`src/rtl/reset_seq_pkg.sv`:
```
// Shared state encoding and width helpers for the reset sequencer.
// ST_FAULT exists only when RESET_SEQ_TIMEOUT_EN is defined.
package reset_seq_pkg;

   localparam int STATE_W = 3;

   typedef enum logic [STATE_W-1:0] {
      ST_WAIT_LOCK = 3'd0,
      ST_HOLD      = 3'd1,
      ST_RELEASE   = 3'd2,
      ST_WAIT_ACK  = 3'd3,
      ST_RUN       = 3'd4
`ifdef RESET_SEQ_TIMEOUT_EN
      ,ST_FAULT    = 3'd5
`endif
   } state_e;

   // Width of a saturating counter that must be able to hold max_val.
   function automatic int cnt_width(input int max_val);
      return (max_val < 1) ? 1 : $clog2(max_val + 1);
   endfunction

   // Width of a stage index; a single stage still gets one bit.
   function automatic int idx_width(input int num);
      return (num > 1) ? $clog2(num) : 1;
   endfunction

endpackage

```
`src/rtl/reset_seq_lock_filter.sv`:
```
// Qualifies PLL lock after LOCK_FILTER consecutive high samples; qualified_o
// flags the edge that carries the final high sample.
module reset_seq_lock_filter
   import reset_seq_pkg::*;
#(
   parameter int LOCK_FILTER = 8
) (
   input  logic clk_i,
   input  logic srst_i,
   input  logic clear_i,
   input  logic lock_i,
   output logic qualified_o
);

   localparam int CNT_W = cnt_width(LOCK_FILTER);
   localparam logic [CNT_W-1:0] CNT_LAST = CNT_W'(LOCK_FILTER - 1);
   localparam logic [CNT_W-1:0] CNT_FULL = CNT_W'(LOCK_FILTER);

   logic [CNT_W-1:0] cnt_q;
   logic [CNT_W-1:0] cnt_d;

   // Consecutive-high counter; any low sample or clear restarts it.
   always_comb begin
      cnt_d = cnt_q;
      if (clear_i || !lock_i) begin
         cnt_d = CNT_W'(0);
      end else if (cnt_q < CNT_FULL) begin
         cnt_d = cnt_q + CNT_W'(1);
      end else begin
         cnt_d = cnt_q;
      end
   end

   always_ff @(posedge clk_i) begin
      if (srst_i) begin
         cnt_q <= CNT_W'(0);
      end else begin
         cnt_q <= cnt_d;
      end
   end

   assign qualified_o = lock_i & ~clear_i & (cnt_q >= CNT_LAST);

endmodule

```
`src/rtl/reset_seq_ctrl.sv`:
```
// Power-up reset sequencer: waits for PLL lock, holds, then releases domains
// one at a time on acknowledge. Ack timeout/FAULT guarded by RESET_SEQ_TIMEOUT_EN.
module reset_seq_ctrl
   import reset_seq_pkg::*;
#(
   parameter int NUM_STAGE   = 3,
   parameter int HOLD_CYCLE  = 16,
   parameter int LOCK_FILTER = 8,
   parameter int ACK_TIMEOUT = 1024
) (
   input  logic                                i_clk,
   input  logic                                i_srst,
   input  logic                                i_pll_locked,
   input  logic                                i_soft_rst_req,
   input  logic [NUM_STAGE-1:0]                i_stage_ack,
   output logic [NUM_STAGE-1:0]                o_stage_rst,
   output logic                                o_soft_rst_ack,
   output logic                                o_busy,
   output logic                                o_done,
   output logic                                o_timeout,
   output logic [idx_width(NUM_STAGE)-1:0]     o_stage_idx
);

   localparam int IDX_W  = idx_width(NUM_STAGE);
   localparam int HOLD_W = cnt_width(HOLD_CYCLE);
   localparam logic [IDX_W-1:0]  IDX_LAST  = IDX_W'(NUM_STAGE - 1);
   localparam logic [HOLD_W-1:0] HOLD_LAST = HOLD_W'(HOLD_CYCLE - 1);

   state_e               state_q, state_d;
   logic [NUM_STAGE-1:0] stage_rst_q, stage_rst_d;
   logic [IDX_W-1:0]     idx_q, idx_d;
   logic [HOLD_W-1:0]    hold_q, hold_d;
   logic                 soft_ack_q;
   logic                 armed_q;
   logic                 busy_q;
   logic                 done_q;
   logic                 lock_qual_s;
   logic                 lock_clear_s;

`ifdef RESET_SEQ_TIMEOUT_EN
   localparam int TMR_W = cnt_width(ACK_TIMEOUT);
   localparam logic [TMR_W-1:0] TMR_LAST = TMR_W'(ACK_TIMEOUT - 1);
   logic [TMR_W-1:0] tmr_q, tmr_d;
   logic             timeout_q;
`endif

   // The filter only counts while idle in WAIT_LOCK with no soft request.
   assign lock_clear_s = (state_q != ST_WAIT_LOCK) | i_soft_rst_req;

   reset_seq_lock_filter #(
      .LOCK_FILTER (LOCK_FILTER)
   ) u_lock_filter (
      .clk_i       (i_clk),
      .srst_i      (i_srst),
      .clear_i     (lock_clear_s),
      .lock_i      (i_pll_locked),
      .qualified_o (lock_qual_s)
   );

   // Next-state logic; soft request beats every state, lock loss beats all but FAULT.
   always_comb begin
      state_d = state_q;
      if (i_soft_rst_req) begin
         state_d = ST_WAIT_LOCK;
      end else begin
         case (state_q)
            ST_WAIT_LOCK: state_d = lock_qual_s ? ST_HOLD : ST_WAIT_LOCK;
            ST_HOLD: begin
               if (!i_pll_locked) begin
                  state_d = ST_WAIT_LOCK;
               end else if (hold_q >= HOLD_LAST) begin
                  state_d = ST_RELEASE;
               end else begin
                  state_d = ST_HOLD;
               end
            end
            ST_RELEASE: state_d = i_pll_locked ? ST_WAIT_ACK : ST_WAIT_LOCK;
            ST_WAIT_ACK: begin
               if (!i_pll_locked) begin
                  state_d = ST_WAIT_LOCK;
               end else if (i_stage_ack[idx_q]) begin
                  state_d = (idx_q == IDX_LAST) ? ST_RUN : ST_RELEASE;
`ifdef RESET_SEQ_TIMEOUT_EN
               end else if (tmr_q >= TMR_LAST) begin
                  state_d = ST_FAULT;
`endif
               end else begin
                  state_d = ST_WAIT_ACK;
               end
            end
            ST_RUN: state_d = i_pll_locked ? ST_RUN : ST_WAIT_LOCK;
`ifdef RESET_SEQ_TIMEOUT_EN
            ST_FAULT: state_d = ST_FAULT;
`endif
            default: state_d = ST_WAIT_LOCK;
         endcase
      end
   end

   // Datapath keyed on the state being entered; counters only advance while
   // staying in their state, which is below their limit, so they cannot wrap.
   always_comb begin
      stage_rst_d = stage_rst_q;
      idx_d       = idx_q;
      hold_d      = HOLD_W'(0);
`ifdef RESET_SEQ_TIMEOUT_EN
      tmr_d       = TMR_W'(0);
`endif
      case (state_d)
         ST_HOLD: begin
            stage_rst_d = {NUM_STAGE{1'b1}};
            hold_d      = (state_q == ST_HOLD) ? hold_q + HOLD_W'(1) : HOLD_W'(0);
         end
         ST_RELEASE: begin
            idx_d = (state_q == ST_WAIT_ACK) ? idx_q + IDX_W'(1) : IDX_W'(0);
         end
         ST_WAIT_ACK: begin
            if (state_q == ST_RELEASE) begin
               stage_rst_d[idx_q] = 1'b0;
            end else begin
`ifdef RESET_SEQ_TIMEOUT_EN
               tmr_d = tmr_q + TMR_W'(1);
`endif
            end
         end
         ST_RUN: begin
            stage_rst_d = stage_rst_q;
         end
`ifdef RESET_SEQ_TIMEOUT_EN
         ST_FAULT: begin
            stage_rst_d = {NUM_STAGE{1'b1}};
         end
`endif
         ST_WAIT_LOCK: begin
            stage_rst_d = {NUM_STAGE{1'b1}};
            idx_d       = IDX_W'(0);
         end
         default: begin
            stage_rst_d = {NUM_STAGE{1'b1}};
            idx_d       = IDX_W'(0);
         end
      endcase
   end

   // State and registered outputs; the ack re-arms only after a low request sample.
   always_ff @(posedge i_clk) begin
      if (i_srst) begin
         state_q     <= ST_WAIT_LOCK;
         stage_rst_q <= {NUM_STAGE{1'b1}};
         idx_q       <= IDX_W'(0);
         hold_q      <= HOLD_W'(0);
         soft_ack_q  <= 1'b0;
         armed_q     <= 1'b1;
         busy_q      <= 1'b1;
         done_q      <= 1'b0;
      end else begin
         state_q     <= state_d;
         stage_rst_q <= stage_rst_d;
         idx_q       <= idx_d;
         hold_q      <= hold_d;
         soft_ack_q  <= i_soft_rst_req & armed_q;
         armed_q     <= ~i_soft_rst_req;
         busy_q      <= (state_d == ST_WAIT_LOCK) || (state_d == ST_HOLD) ||
                        (state_d == ST_RELEASE)   || (state_d == ST_WAIT_ACK);
         done_q      <= (state_d == ST_RUN);
      end
   end

`ifdef RESET_SEQ_TIMEOUT_EN
   always_ff @(posedge i_clk) begin
      if (i_srst) begin
         tmr_q     <= TMR_W'(0);
         timeout_q <= 1'b0;
      end else begin
         tmr_q     <= tmr_d;
         timeout_q <= (state_d == ST_FAULT);
      end
   end

   assign o_timeout = timeout_q;
`else
   assign o_timeout = 1'b0;
`endif

   assign o_stage_rst    = stage_rst_q;
   assign o_soft_rst_ack = soft_ack_q;
   assign o_busy         = busy_q;
   assign o_done         = done_q;
   assign o_stage_idx    = idx_q;

endmodule

```
`config.mk`:
```
export PLATFORM = sky130hd
export DESIGN_NAME = reset_seq_ctrl
export DESIGN_NICKNAME = d
export VERILOG_FILES = /design/src/rtl/reset_seq_pkg.sv /design/src/rtl/reset_seq_lock_filter.sv /design/src/rtl/reset_seq_ctrl.sv
export SDC_FILE = /design/constraint.sdc
export NUM_CORES = 1
export LEC_CHECK = 0
export ABC_AREA = 1
export ABC_CLOCK_PERIOD_IN_PS = 2800
export CAP_MARGIN = 5
export CORE_MARGIN = 1.5
export CORE_UTILIZATION = 50
export DETAILED_ROUTE_END_ITERATION = 8
export PLACE_DENSITY_LB_ADDON = 0.15
export SETUP_SLACK_MARGIN = 0.5
export SLEW_MARGIN = 20
export SYNTH_ARGS = -nofsm -noshare
export SYNTH_HDL_FRONTEND = slang
export SYNTH_HIERARCHICAL = 1
export SYNTH_SLANG_ARGS = --single-unit
```
`constraint.sdc`:
```
create_clock -name i_clk -period 2.8 [get_ports i_clk]
set_clock_uncertainty 0.05 [all_clocks]
set_input_delay 0.56 -clock i_clk [delete_from_list [all_inputs] [get_ports i_clk]]
set_output_delay 0.56 -clock i_clk [all_outputs]
set_load 0.005 [all_outputs]
```
# Yosys cells after proc, flatten, opt, wreduce, memory -nomap -nowiden
# Index checks and enable logic that the tools add are counted.
dict set report totals {
  wordCells 70
  reg_bits 21
  input_bits 7
}
dict set report op_classes {
  muxes 18
  n_lt_le_gt_ge 5
  n_eq_ne 10
  add_sub_neg 3
  reduce_logical 14
  bitwise_logic 11
}
# op count
set ops {}
lappend ops {{$mux W3} 6}
lappend ops {{$pmux W3 S5} 1}
lappend ops {{$eq A3 B2 Y1 const B} 4}
lappend ops {{$mux W2} 4}
lappend ops {{$eq A3 B1 Y1 const B} 2}
lappend ops {{$eq A3 B3 Y1 const B} 2}
lappend ops {{$logic_not A3 Y1} 2}
lappend ops {{$pmux W3 S2} 1}
lappend ops {{$reduce_or A3 Y1} 2}
lappend ops {{$add A5 B1 Y5 const B} 1}
lappend ops {{$ge A5 B4 Y1 const B} 1}
lappend ops {{$not A1 Y1} 5}
lappend ops {{$add A4 B1 Y4 const B} 1}
lappend ops {{$ge A4 B3 Y1 const B} 1}
lappend ops {{$logic_or A1 B1 Y1} 4}
lappend ops {{$lt A4 B4 Y1 const B} 1}
lappend ops {{$pmux W2 S2} 1}
lappend ops {{$reduce_or A2 Y1} 2}
lappend ops {{$and A1 B1 Y1} 3}
lappend ops {{$and A3 B3 Y3} 1}
lappend ops {{$lt A2 B3 Y1 const B} 1}
lappend ops {{$mux W1} 3}
lappend ops {{$not A3 Y3} 1}
lappend ops {{$reduce_bool A3 Y1} 1}
lappend ops {{10 further kinds} 10}

# Longest topological paths before layout
# Gate-level depths: netlist of run 1.
dict set report logic_depth {
  depth_word 12
  mapped_depth 15
  depth_no_buf 15
}

# Modules after synthesis
# The synthesis of run 1 kept the hierarchy.
# mod cells_each seq_area_each_um2 n_inst area_each_um2
set by_module_without_submodules {}
lappend by_module_without_submodules {reset_seq_ctrl 125 340.3 1 919.6}
lappend by_module_without_submodules {reset_seq_lock_filter 24 80.1 1 186.4}

# Worst setup path after synthesis of run 1
# OpenSTA, ideal clock, no wires.
dict set report synth_timing {
  path_type {input to register}
  startpoint {in i_soft_rst_req}
  endpoint {reg stage_rst_q[0] (netlist: o_stage_rst[0])}
  stages 14
  setup_slack_ps 1060
  arrival_time_ps 1565
  path_cell_list {inv_1 nand3_1 inv_1 nand2_1 a21oi_1 inv_1 nor2_1 nor2_1 nand3_1 nand2_4 inv_4 nand3_1 nand2_1 nand3_1}
}
dict set report synth_between {
  elab_chain_len 11
  word_cells_on_any_way 15
}
# element line_no
set synth_rtl {}
lappend synth_rtl {{start, declared} reset_seq_ctrl.sv:14} ;# input logic i_soft_rst_req,
lappend synth_rtl {{$or A1 B1 Y1 *} reset_seq_ctrl.sv:48} ;# assign lock_clear_s = (state_q != ST_WAIT_LOCK) | i_soft_rst_req;
lappend synth_rtl {{net lock_clear_s} reset_seq_ctrl.sv:38} ;# logic lock_clear_s;
lappend synth_rtl {{$not A1 Y1 *} reset_seq_lock_filter.sv:42} ;# assign qualified_o = lock_i & ~clear_i & (cnt_q >= CNT_LAST);
lappend synth_rtl {{$and A1 B1 Y1 * (2 in a row)} reset_seq_lock_filter.sv:42}
lappend synth_rtl {{net lock_qual_s} reset_seq_ctrl.sv:37} ;# logic lock_qual_s;
lappend synth_rtl {{$mux W1 *} reset_seq_ctrl.sv:67} ;# ST_WAIT_LOCK: state_d = lock_qual_s ? ST_HOLD : ST_WAIT_LOCK;
lappend synth_rtl {{$pmux W3 S5 *} reset_seq_ctrl.sv:66} ;# case (state_q)
lappend synth_rtl {{$mux W3 *} reset_seq_ctrl.sv:63} ;# if (i_soft_rst_req) begin
lappend synth_rtl {{$eq A3 B2 Y1 / $eq A3 B3 Y1 (equally long branches)} reset_seq_ctrl.sv:109} ;# case (state_d)
lappend synth_rtl {{$reduce_or A2 Y1 (no source line)} --}
lappend synth_rtl {{$not A1 Y1 (no source line)} --}
lappend synth_rtl {{$reduce_and A2 Y1 (no source line)} --}
lappend synth_rtl {{end signal, assigned} reset_seq_ctrl.sv:149} ;# stage_rst_q <= {NUM_STAGE{1'b1}};
lappend synth_rtl {{end signal, assigned} reset_seq_ctrl.sv:158} ;# stage_rst_q <= stage_rst_d;
lappend synth_rtl {{end, declared} reset_seq_ctrl.sv:30} ;# logic [NUM_STAGE-1:0] stage_rst_q, stage_rst_d;
# The timed path passes the listed nets; every way through them passes the cells marked *.
# A chain may end at the register's enable or synchronous reset.

# Worst setup path in the final report of run 1
dict set report layout_timing {
  startpoint {in i_soft_rst_req}
  endpoint {reg stage_rst_q[2] (netlist: o_stage_rst[2])}
}
# The elaborated chain is that of the path after synthesis.

==> flow_summary.toml, run 1 <==
[outcome]
status = "finished, final reports clean"

[layout]
final_cells = 192
final_nets = 179
final_layout_size_suffix_gt1_frac = 0.164
syn2layout_area_growth_pct = 17.2
layout_commonest_cell = "nand2_1"
regArea_um2 = 420
multiInputGateArea_um2 = 582
fillers = 188
final_cell_mix = "nand2_1, dfxtp_1, nor2_1"
antenna_cells = 0
final_core_utilization = 0.641

[placement]
port_buffers = 14
pre_cts_ws_ps = 428
dp.cells = 188
dpl.hpwl_mm = 1.64
place_congestion = 0.783

[route]
vias = 941
drt-initial-drc-count = 24
via_per_inst = 4.90
dr.pass1.iters = 4
wl_per_cell_um = 10.6
drc = 0
routed_wl_mm = 2.03
antenna_left = 0

[clock_network]
clk_pin_slew_ps = 120
cts_tree = "built"
ctsResizeCount = 0
cts_sinks = 21
root_buffer = "clkbuf_4"
post_cts_buffers = 0
clockBufferDepth = 2
clk_latency_ps = 300
htree_levels = 1
cts_buffers = 3
cts_hold_buffers = 0

[grt]
grt-ovfl-total = 0
grt_antenna_before_repair = 0
grt_max_degree = 13
grt_pass1_vias = 816
grt_pass1_wl_mm = 3.47
grt_usage = 0.180

[critical_path]
r2r_setup_slack_ps = 910
arrival_ps = 2250
end_kind = "flip-flop"
critPathKind = "input pin to flip-flop"
startpoint_type = "input pin"
cp_max_fo = 5
critPathRequiredTime_ps = 2930

[floorplanning]
core_um2 = 2020
die-area_um2 = 2500
die_h_um = 50.0
start_util = 0.547
io_pins = 16
rows = 16
die_w_um = 50.0

[logic_synthesis]
synth_cell_type_count = 28
synth_cells = 149
yosys_warnings = 6
synth.avg_cell_area_um2 = 7.42
syn-cell-area_um2 = 1110
yosysSeqAreaShare = 0.380
ys_ff_latch = 21
synth_nets = 162

[sta]
fin_crit_sh = 0.755
worst_slack_ps = 685
hold_viol = 0
fin_crit_ps = 2120
report.final.slew_viol_count = 0
finalSetupViolCount = 0
max_freq_mhz = 473
fin_setup_tns_ps = 0
rsz0062_at_grt = "false"

[run]
drv_cap = 0

[power]
power.density_nw_per_um2 = 362
switching_share = 0.216
vdd_drop_max_v = 0.000354
power_frac_seq = 0.644
power_switching_w = 0.000101
p_clk_frac = 0.299
intPower_w = 0.000367
p_total_w = 0.000469
total_leakage_power_nw = 0.560
pwr-share-comb = 0.057

[worst_hold_path]
hold_class = "flip-flop to flip-flop"
## kinds of logic after synthesis
| logic type | synth area share |
|---|---|
| AND/OR/NAND/NOR | 0.388 |
| buffers and inverters | 0.0939 |
| flip-flops | 0.380 |
| AO/OA/AOI/OAI | 0.0509 |
| adder cells (fa/ha/maj) | 0.0679 |
| XOR/XNOR | 0.0158 |
| other | 0.00339 |
## cell usage after synthesis, drive strengths merged
library cell	number	area [um2]
a21oi	8	51.3
and3	1	6.26
buf	1	7.51
clkbuf	1	3.75
conb	1	3.75
dfxtp	21	420
ha	6	75.1
inv	24	92.6
nand2	40	175
nand3	14	75.1
nand3b	1	7.51
nand4	3	33.8
nor2	21	88.8
nor3	3	36.3
o21ai	1	5.00
or2	1	6.26
xnor2	1	8.76
xor2	1	8.76
## per-layer routing
metal / share of wire / track usage / routed length (um)
met1: 0.45 / 0.229 / 916
met2: 0.49 / 0.303 / 1000
met3: 0.047 / 0.0545 / 96
met4: 0.0069 / 0.0278 / 14
met5: 0 / 0 / 0
## power groups by stage
stage / logic, W / clock network [W] / registers, W
floorplan: 0.0000148 / 0 / 0.000309
global placement: 0.0000263 / 0 / 0.000309
detailed placement: 0.0000267 / 0 / 0.000309
CTS: 0.0000269 / 0.000148 / 0.000302
global route: 0.0000295 / 0.000158 / 0.000302
finish: 0.0000269 / 0.000140 / 0.000302
## sequential cells by signal, summed over array words and instances (netlist names)
name                 cells
armed_q                  1
o_stage_rst              3
o_busy                   1
o_done                   1
state_q                  3
u_lock_filter/cnt_q      4
hold_q                   5
o_stage_idx              2
o_soft_rst_ack           1
## final timing paths
check                                           start                           to  cells after the start
worst max-delay path                   i_soft_rst_req  o_stage_rst[2]$_SDFFE_PP1P_                     15
worst min-delay path               armed_q$_SDFF_PP1_    o_soft_rst_ack$_SDFF_PP0_                      2
worst max register to register  state_q[1]$_SDFF_PP0_  o_stage_rst[2]$_SDFFE_PP1P_                     14
worst min register to register     armed_q$_SDFF_PP1_    o_soft_rst_ack$_SDFF_PP0_                      2
## worst max-delay path, cell delays in order
cell and delay [ps]:
clkdlybuf4s50_1 440, inv_1 100, nand3_1 80, inv_1 90, nand2_1 50, a21oi_1 110, inv_1 50, nor2_1 140
nor2_1 60, nand3_1 130, nand2_4 80, inv_4 90, nand3_1 100, nand2_1 100, nand3_1 60
## stage by stage
stage          instance area (um2)  hold slack (ps)
6_report                      1300              379
3_5_place_dp                  1270              379
5_1_grt                       1300              408
2_1_floorplan                 1110              352
4_1_cts                       1300              386
3_3_place_gp                  1270              380
## cell type report
type	instances	share of cell area
clock inverter	1	0.00386
sequential	21	0.324
multi-input combinational	102	0.449
timing repair buffer	14	0.108
clock buffer	3	0.0174
inverter	24	0.0714
tap	27	0.0261
No activity file was read; power rests on OpenSTA's default activity.
==> run 2: changes to the inputs <==
Settings changed: ABC_CLOCK_PERIOD_IN_PS 2800 to 1800, CORE_UTILIZATION 50 to 47.
Clock period 2.8 ns to 1.8 ns, I/O delays scaled along.
==> flow_summary.toml, run 2 (synthesis results as in run 1) <==
[grt]
grt_usage = 0.215
grt-ovfl-total = 0
grt_antenna_before_repair = 0
grt_pass1_vias = 983
grt_pass1_wl_mm = 4.17
grt_max_degree = 13

[route]
via_per_inst = 4.89
routed_wl_mm = 2.64
drt-initial-drc-count = 15
vias = 1017
wl_per_cell_um = 12.7
top_layer = "met4"
wl_met2_mm = 1.40
dr.pass1.iters = 6
met1Wirelength_mm = 1.09
drc = 0
antenna_left = 0
routed-wl-met3_um = 120

[layout]
antenna_cells = 0
reg.largest.list = "hold_q (5), u_lock_filter/cnt_q (4)"
layout_commonest_cell = "nand2_1"
regMostFlops = "hold_q"
syn2layout_area_growth_pct = 42.0
final_nets = 194
final_core_utilization = 0.710
final_cell_mix = "nand2_1, inv_1, buf_4"
largest_reg_flops = 5
final_layout_size_suffix_gt1_frac = 0.467

[worst_hold_path]
hold_class = "flip-flop to flip-flop"
min_path_cells = 2
min_to = "o_soft_rst_ack$_SDFF_PP0_"
hp-start = "armed_q$_SDFF_PP1_"

[floorplanning]
start_util = 0.500
io_pins = 16
core_um2 = 2210
die_h_um = 51.5
die_w_um = 51.5
rows = 17
die-area_um2 = 2650

[clock_network]
cts_tree = "built"
root_buffer = "clkbuf_4"
clk_latency_ps = 320
cts_sinks = 21
htree_levels = 1
clockBufferDepth = 2
cts_hold_buffers = 0
cts_buffers = 3
clk_pin_slew_ps = 120

[sta]
rsz0062_at_grt = "true"
max_freq_mhz = 563
report.final.slew_viol_count = 0
fin_crit_ps = 1780
finalSetupViolCount = 0
hold_viol = 0
fin_crit_sh = 0.987
timing.hold.ws_ps = 395

[power]
total_leakage_power_nw = 0.677
p_clk_frac = 0.314
vdd_drop_max_v = 0.000603
power.density_nw_per_um2 = 480
power_frac_seq = 0.614
pwr-share-comb = 0.073
intPower_w = 0.000571
switching_share = 0.242
power_switching_w = 0.000183

[critical_path]
r2r_setup_slack_ps = 20
arrival_ps = 1920
cp_cell_sequence = "ha_4 > and3_4 > ha_4 > nor2_4 > nand2_1 > a21oi_2 > nand2_2 > nand3_2 > nand2_4 > nand2_1 > nand3_1"
critPathKind = "flip-flop to flip-flop"
critPathBufInv = 0
cp_slowest_cell = "dfxtp_4"
cp_max_fo = 4
critPathRequiredTime_ps = 1950
end_kind = "flip-flop"
reg2reg_from = "hold_q[0]$_SDFF_PP0_"
startpoint_type = "flip-flop"
critPathTopFamily = "simple AND/OR/NAND/NOR gates"
rr_endpoint = "o_stage_rst[2]$_SDFFE_PP1P_"
reg2regPathDepth = 11
max_stage_delay_ps = 370

[placement]
dpl.hpwl_mm = 1.80
port_buffers = 14
place_congestion = 0.795

[outcome]
status = "finished, final reports clean"

[run]
drv_cap = 0
==> run 2: final cells by class <==
class / instances / area (um2)
multi-input combinational: 102 / 712
fill: 197 / 642
sequential: 21 / 448
timing repair buffer: 29 / 250
inverter: 24 / 97.6
tap: 28 / 35.0
clock buffer: 3 / 22.5
clock inverter: 1 / 5.00
==> run 2: per-layer routing <==
layer | track usage | up-vias
met3 | 0.0489 | 4
met4 | 0.0702 | 0
met2 | 0.387 | 23
li1 | - | 525
met5 | 0 | -
met1 | 0.250 | 465
==> run 2: worst min-delay path: cells and delay by family, from the launching register on <==
family | cells | cell delay, ps
flip-flops | 1 | 320
AND/OR/NAND/NOR | 2 | 90
==> run 2: how the worst max path moves through the flow <==
stage	startpoint	endpoint	cells past startpoint
final	hold_q[0]$_SDFF_PP0_	o_stage_rst[2]$_SDFFE_PP1P_	11
after floorplan	hold_q[0]$_SDFF_PP0_	o_stage_rst[0]$_SDFFE_PP1P_	11
after global routing	state_q[0]$_SDFF_PP0_	o_stage_rst[1]$_SDFFE_PP1P_	14
after detailed placement	i_soft_rst_req	o_stage_rst[2]$_SDFFE_PP1P_	15
after CTS	hold_q[0]$_SDFF_PP0_	o_stage_rst[2]$_SDFFE_PP1P_	11
after global placement	i_soft_rst_req	o_stage_rst[0]$_SDFFE_PP1P_	15
==> run 2: repair_timing <==
action,CTS,global route
pin swaps,19,13
buffers inserted,8,1
gates resized for setup,43,21
setup endpoints to repair,23,21
==> run 2: power groups by stage <==
stage,registers (W),logic (W),clock network (W)
after CTS,0.000464,0.0000511,0.000241
after global routing,0.000463,0.0000604,0.000265
after detailed placement,0.000480,0.0000511,0
after global placement,0.000480,0.0000498,0
final,0.000463,0.0000548,0.000236
after floorplan,0.000480,0.0000236,0
==> run 2: stage by stage <==
| step | area (um2) | power [W] | worst slack, ps | TNS [ps] | instances |
|---|---|---|---|---|---|
| detailed placement | 1370 | 0.000531 | -336 | -2810 | 195 |
| CTS | 1510 | 0.000756 | 35.6 | 0 | 207 |
| global placement | 1370 | 0.000530 | -255 | -1980 | 195 |
| global route | 1570 | 0.000789 | -51.4 | -227 | 208 |
| floorplan | 1160 | 0.000504 | 182 | 0 | 149 |
| finish | 1570 | 0.000754 | 23.9 | 0 | 208 |
